File: src/rtl/pipe_ctrl_unit.sv
// pipe_ctrl_unit: pipelined control decode with load-use stall, branch flush and stall counter
// Optional JAL/JALR/LUI/AUIPC decodes enabled by defining CTRL_EXT_OPS_EN.
module pipe_ctrl_unit #(
  parameter int REG_W    = 5,
  parameter int ALU_OP_W = 2,
  parameter int CNT_W    = 16
) (
  input  logic                clk,
  input  logic                rst_n,
  input  logic                id_valid,
  input  logic [6:0]          id_opcode,
  input  logic [REG_W-1:0]    id_rs1,
  input  logic [REG_W-1:0]    id_rs2,
  input  logic [REG_W-1:0]    id_rd,
  input  logic                ex_br_taken,
  output logic                stall,
  output logic                flush_if_id,
  output logic                id_illegal,
  output logic [ALU_OP_W-1:0] ex_alu_op,
  output logic                ex_alu_src,
  output logic                ex_branch_en,
  output logic                ex_jump_en,
  output logic                ex_mem_read,
  output logic [REG_W-1:0]    ex_rd,
  output logic                mem_read_en,
  output logic                mem_write_en,
  output logic                wb_reg_write,
  output logic [1:0]          wb_sel,
  output logic [REG_W-1:0]    wb_rd,
  output logic [CNT_W-1:0]    stall_cnt
);
  typedef struct packed {
    logic                reg_write;
    logic                alu_src;
    logic                branch;
    logic                jump;
    logic                mem_read;
    logic                mem_write;
    logic [1:0]          wb_sel;
    logic [ALU_OP_W-1:0] alu_op;
    logic [REG_W-1:0]    rd;
  } ctrl_t;
  ctrl_t dec, id_ex;
  logic legal, use_rs1, use_rs2, hazard;
  logic em_reg_write;
  logic [1:0] em_wb_sel;
  logic [REG_W-1:0] em_rd;
  always_comb begin
    dec = '0;
    legal = 1'b1;
    use_rs1 = 1'b1;
    use_rs2 = 1'b0;
    case (id_opcode)
      7'b0110011: begin dec.reg_write = 1'b1; dec.alu_op = ALU_OP_W'(2'b10); use_rs2 = 1'b1; end
      7'b0010011: begin dec.reg_write = 1'b1; dec.alu_src = 1'b1; dec.alu_op = ALU_OP_W'(2'b11); end
      7'b0000011: begin dec.mem_read = 1'b1; dec.reg_write = 1'b1; dec.alu_src = 1'b1; dec.wb_sel = 2'b01; end
      7'b0100011: begin dec.mem_write = 1'b1; dec.alu_src = 1'b1; use_rs2 = 1'b1; end
      7'b1100011: begin dec.branch = 1'b1; dec.alu_op = ALU_OP_W'(2'b01); use_rs2 = 1'b1; end
`ifdef CTRL_EXT_OPS_EN
      7'b1101111: begin dec.reg_write = 1'b1; dec.jump = 1'b1; dec.wb_sel = 2'b10; use_rs1 = 1'b0; end
      7'b1100111: begin dec.reg_write = 1'b1; dec.jump = 1'b1; dec.alu_src = 1'b1; dec.wb_sel = 2'b10; end
      7'b0110111: begin dec.reg_write = 1'b1; dec.wb_sel = 2'b11; use_rs1 = 1'b0; end
      7'b0010111: begin dec.reg_write = 1'b1; dec.alu_src = 1'b1; use_rs1 = 1'b0; end
`endif
      default: begin legal = 1'b0; use_rs1 = 1'b0; end
    endcase
    dec.rd = id_rd;
    dec.reg_write = dec.reg_write & |id_rd;
    if (!id_valid || !legal) dec = '0;
  end
  assign hazard = id_valid & id_ex.mem_read & |id_ex.rd &
                  ((use_rs1 & id_ex.rd == id_rs1) | (use_rs2 & id_ex.rd == id_rs2));
  assign stall       = rst_n & ~ex_br_taken & hazard;
  assign flush_if_id = rst_n & ex_br_taken;
  assign id_illegal  = rst_n & id_valid & ~legal;
  assign ex_alu_op    = id_ex.alu_op;
  assign ex_alu_src   = id_ex.alu_src;
  assign ex_branch_en = id_ex.branch;
  assign ex_jump_en   = id_ex.jump;
  assign ex_mem_read  = id_ex.mem_read;
  assign ex_rd        = id_ex.rd;
  // Downstream stages never stall; only ID/EX can be replaced by a bubble.
  always_ff @(posedge clk) begin
    if (!rst_n) begin
      id_ex        <= '0;
      mem_read_en  <= 1'b0;
      mem_write_en <= 1'b0;
      em_reg_write <= 1'b0;
      em_wb_sel    <= 2'b00;
      em_rd        <= '0;
      wb_reg_write <= 1'b0;
      wb_sel       <= 2'b00;
      wb_rd        <= '0;
      stall_cnt    <= '0;
    end else begin
      id_ex        <= (stall | ex_br_taken) ? '0 : dec;
      mem_read_en  <= id_ex.mem_read;
      mem_write_en <= id_ex.mem_write;
      em_reg_write <= id_ex.reg_write;
      em_wb_sel    <= id_ex.wb_sel;
      em_rd        <= id_ex.rd;
      wb_reg_write <= em_reg_write;
      wb_sel       <= em_wb_sel;
      wb_rd        <= em_rd;
      if (stall && !(&stall_cnt)) stall_cnt <= stall_cnt + 1'b1;
    end
  end
endmodule

File: config.mk
export PLATFORM = sky130hd
export DESIGN_NAME = pipe_ctrl_unit
export DESIGN_NICKNAME = d
export VERILOG_FILES = /design/src/rtl/pipe_ctrl_unit.sv
export SDC_FILE = /design/constraint.sdc
export NUM_CORES = 1
export LEC_CHECK = 0
export ABC_AREA = 0
export BUFFER_PORTS_ARGS = -buffer_cell sky130_fd_sc_hd__buf_4
export CAP_MARGIN = 10
export CORE_ASPECT_RATIO = 0.75
export CORE_MARGIN = 5
export CORE_UTILIZATION = 46
export CTS_BUF_LIST = sky130_fd_sc_hd__clkbuf_4
export DETAILED_ROUTE_END_ITERATION = 7
export PLACE_DENSITY = 0.77
export SYNTH_ARGS = -nofsm -noshare
export SYNTH_HDL_FRONTEND = slang
export SYNTH_SLANG_ARGS = --single-unit
File: constraint.sdc
create_clock -name clk -period 2 [get_ports clk]
set_clock_uncertainty 0.15 [all_clocks]
set_input_delay 0.2 -clock clk [delete_from_list [all_inputs] [get_ports clk]]
set_output_delay 0.2 -clock clk [all_outputs]
set_load 0.1 [all_outputs]
==> summary.md <==
| Metric | Value |
|---|---|
| Status | `finished, violations left` |
| Failing checks | `setup timing` |
| DP Wirelength | `3700 um` |
| Cell Pwr Density | `441 nW/um^2` |
| Number of nets still failing antenna checks after routing | `0` |
| Fmax | `406 MHz` |
| Synth unique cells | `43` |
| Most common cell in the netlist | `dfxtp_1` |
| Die X | `84.9 um` |
| Fraction of registers with async set or reset after synthesis | `0` |
| Cell Rows | `20` |
| Worst EP arrival | `2.12 ns` |
| DRT Pass-1 Iters | `5` |
| Post-synth EDFFs | `0` |
| Pins Over Slew Limit | `0` |
| Dpl ws | `-0.168 ns` |
| Largest net degree at the start of global routing | `40` |
| TritonCTS buffer count | `5` |
| Flops & latches, synth | `43` |
| Clock Tree Root | `clkbuf_4` |
| # setup viols final | `29` |
| DRC Markers | `0` |
| Setup ws final | `-0.466 ns` |
| Post-synth top area cell | `dfxtp_1` |
| Clock buffer depth | `2` |
| GP Congestion | `0.786` |
| # diodes | `0` |
| GRT Util Overall | `0.240` |
| Tightest Pin Transition | `0.569 ns` |
| Layout fillers | `189` |
| Vert. Die Dim | `66.2 um` |
| CTS sink count | `43` |
| Clock slew at reported path FFs | `0.15 ns` |
| Total gr overflow | `0` |
| RSZ-0062 raised after global routing | `yes` |
| Finished Cell Area | `3450 sq um` |
| VDD IR max | `0.528 mV` |
| Initial DRC Count | `285` |
| Mapped Area | `1930 sq um` |
| Fraction of layout cells with a size suffix above 1 | `0.581` |
| Mapped Avg Cell Area | `9.34 sq um` |
| PortBufs | `63` |
| Most instantiated cells after synthesis | `dfxtp_1 (43), and2_1 (21), nand2_1 (15)` |
| Min Clock Period, post-route | `2.47 ns` |
| Hold WS | `0.0636 ns` |
| HP Class | `in2reg` |
| Worst skew pair latency | `0.39 ns` |
| Area of the multi-input gates | `1380 sq um` |
| WS Path Type | `reg2out` |
| Critical path endpoint category | `primary output` |
| Worst setup SP type | `register` |
| Final Hold Fails | `0` |
| Sequential element share of the synthesized area | `0.445` |
| First-pass GRT wire length | `10500 um` |
| Core Util, Final | `0.851` |
| Yosys warnings | `0` |
| TritonCTS clock tree | `built` |
| Yosys top cell area share | `0.445` |
| Drt wl/cell | `21.2 um` |
| Vias in the first global route | `2045` |
| Die ar. | `5620 sq um` |
| Via Count | `2216` |
| Worst Path Max Fanout | `4` |
| Area growth, synth to finish | `78.3%` |
| Syn Inst Count | `207` |
| Synth area leaders | `dfxtp_1 (45%), and2_1 (6.8%), xor2_1 (4.1%), buf_4 (3.9%), mux2i_1 (3.6%)` |
| H-tree Lvls | `2` |
| Max Cap Viol | `0` |
| Seq. cell area | `903 sq um` |
| Total Power | `0.00152 W` |
| Starting density of the core | `0.477` |
| WP data required | `1.65 ns` |
| Placed inst area | `2660 sq um` |
| Initial antenna violation count | `0` |
| Leak Pwr | `1.52 nW` |
| Vias per inst | `5.91` |
| Fin nets | `346` |
| Slew HR | `0.617` |
| Final Cycle Share | `1.23` |
| Final wirelength | `7960 um` |
| Post-synth top flop | `dfxtp_1` |
| # IOs | `66` |
| Core area | `4050 sq um` |
routing by layer:
layer	wire length, um	part of all wire	GRT usage	vias to the layer above
li1	-	-	-	952
met1	3080	0.39	0.294	1064
met2	3830	0.48	0.392	158
met3	692	0.087	0.0598	42
met4	358	0.045	0.125	0
met5	0	0	0	-
sequential cells by signal, summed over array words and instances, names as in the netlist:
name,flops
ex_alu_op,2
mem_write_en,1
em_rd,5
ex_branch_en,1
id_ex,3
stall_cnt,16
wb_rd,5
em_reg_write,1
ex_rd,5
wb_sel,1
ex_alu_src,1
wb_reg_write,1
em_wb_sel,1
logic make-up after synthesis:
group | synth area share
AOI/OAI and AO/OA | 0.133
xor gates and xnor gates | 0.0453
adders and majority gates | 0.00647
buffers and inverters | 0.0634
DFF | 0.445
muxes | 0.0362
other | 0.00194
and+or+nand+nor | 0.269
through the flow:
step	TNS (ns)	instances
floorplan	-5.45	208
detailed placement	-1.96	338
global route	-7.46	375
CTS	-2.08	363
finish	-6.19	375
global placement	-1.52	338
critical path: stages, from the launching register on:
cell	delay, ns
dfxtp_2	0.37
buf_4	0.16
xnor2_1	0.19
and3_1	0.24
a22oi_2	0.14
buf_12	0.17
nor3_4	0.25
buf_12	0.21
final cells by class:
| cell class | count | share of cell area |
|---|---|---|
| clock buffer | 5 | 0.0109 |
| clock inverter | 3 | 0.00689 |
| inverter | 3 | 0.00327 |
| multi-input combinational | 146 | 0.401 |
| sequential | 43 | 0.262 |
| tap | 55 | 0.0200 |
| timing repair buffer | 120 | 0.296 |
placed cells by master (no fill, tap or decap), types with 4 or more instances in the layout:
master / netlist / routed
dfxtp_1: 43 / 27
nand2_1: 15 / 15
dfxtp_2: 0 / 7
a21oi_2: 0 / 4
buf_6: 1 / 14
nand4_1: 4 / 4
dlygate4sd3_1: 0 / 7
dfxtp_4: 0 / 9
nor2_1: 8 / 5
and2_1: 21 / 21
o21ai_0: 7 / 6
buf_4: 10 / 95
clkbuf_4: 0 / 5
buf_12: 0 / 4
mux2i_1: 7 / 7
nand2b_1: 11 / 11
nor4_4: 0 / 4
nand3_1: 6 / 4
xor2_1: 9 / 5
power breakdown:
group          leakage, nW  internal [W]  switching, W
sequential           0.357      0.000845   0.000000456
clock               0.0357      0.000142      0.000330
combinational         1.13     0.0000830      0.000120
repair_timing:
action | in CTS | in global routing
resized for setup | 48 | 43
hold buffers | 7 | 0
setup endpoints to repair | 20 | 29
gates cloned | 2 | 0
setup buffers | 8 | 13
pin swaps | 18 | 23
hold endpoints to repair | 8 | 0
worst paths after layout:
kind                start            to  slack, ns  cells after the start
max              ex_rd[1]         stall      -0.47                      7
min          id_opcode[6]  ex_branch_en       0.06                      3
max reg2reg      ex_rd[1]  stall_cnt[0]      -0.42                     10
min reg2reg      em_rd[4]      wb_rd[4]       0.30                      1
No activity file was read; power rests on OpenSTA's default activity.
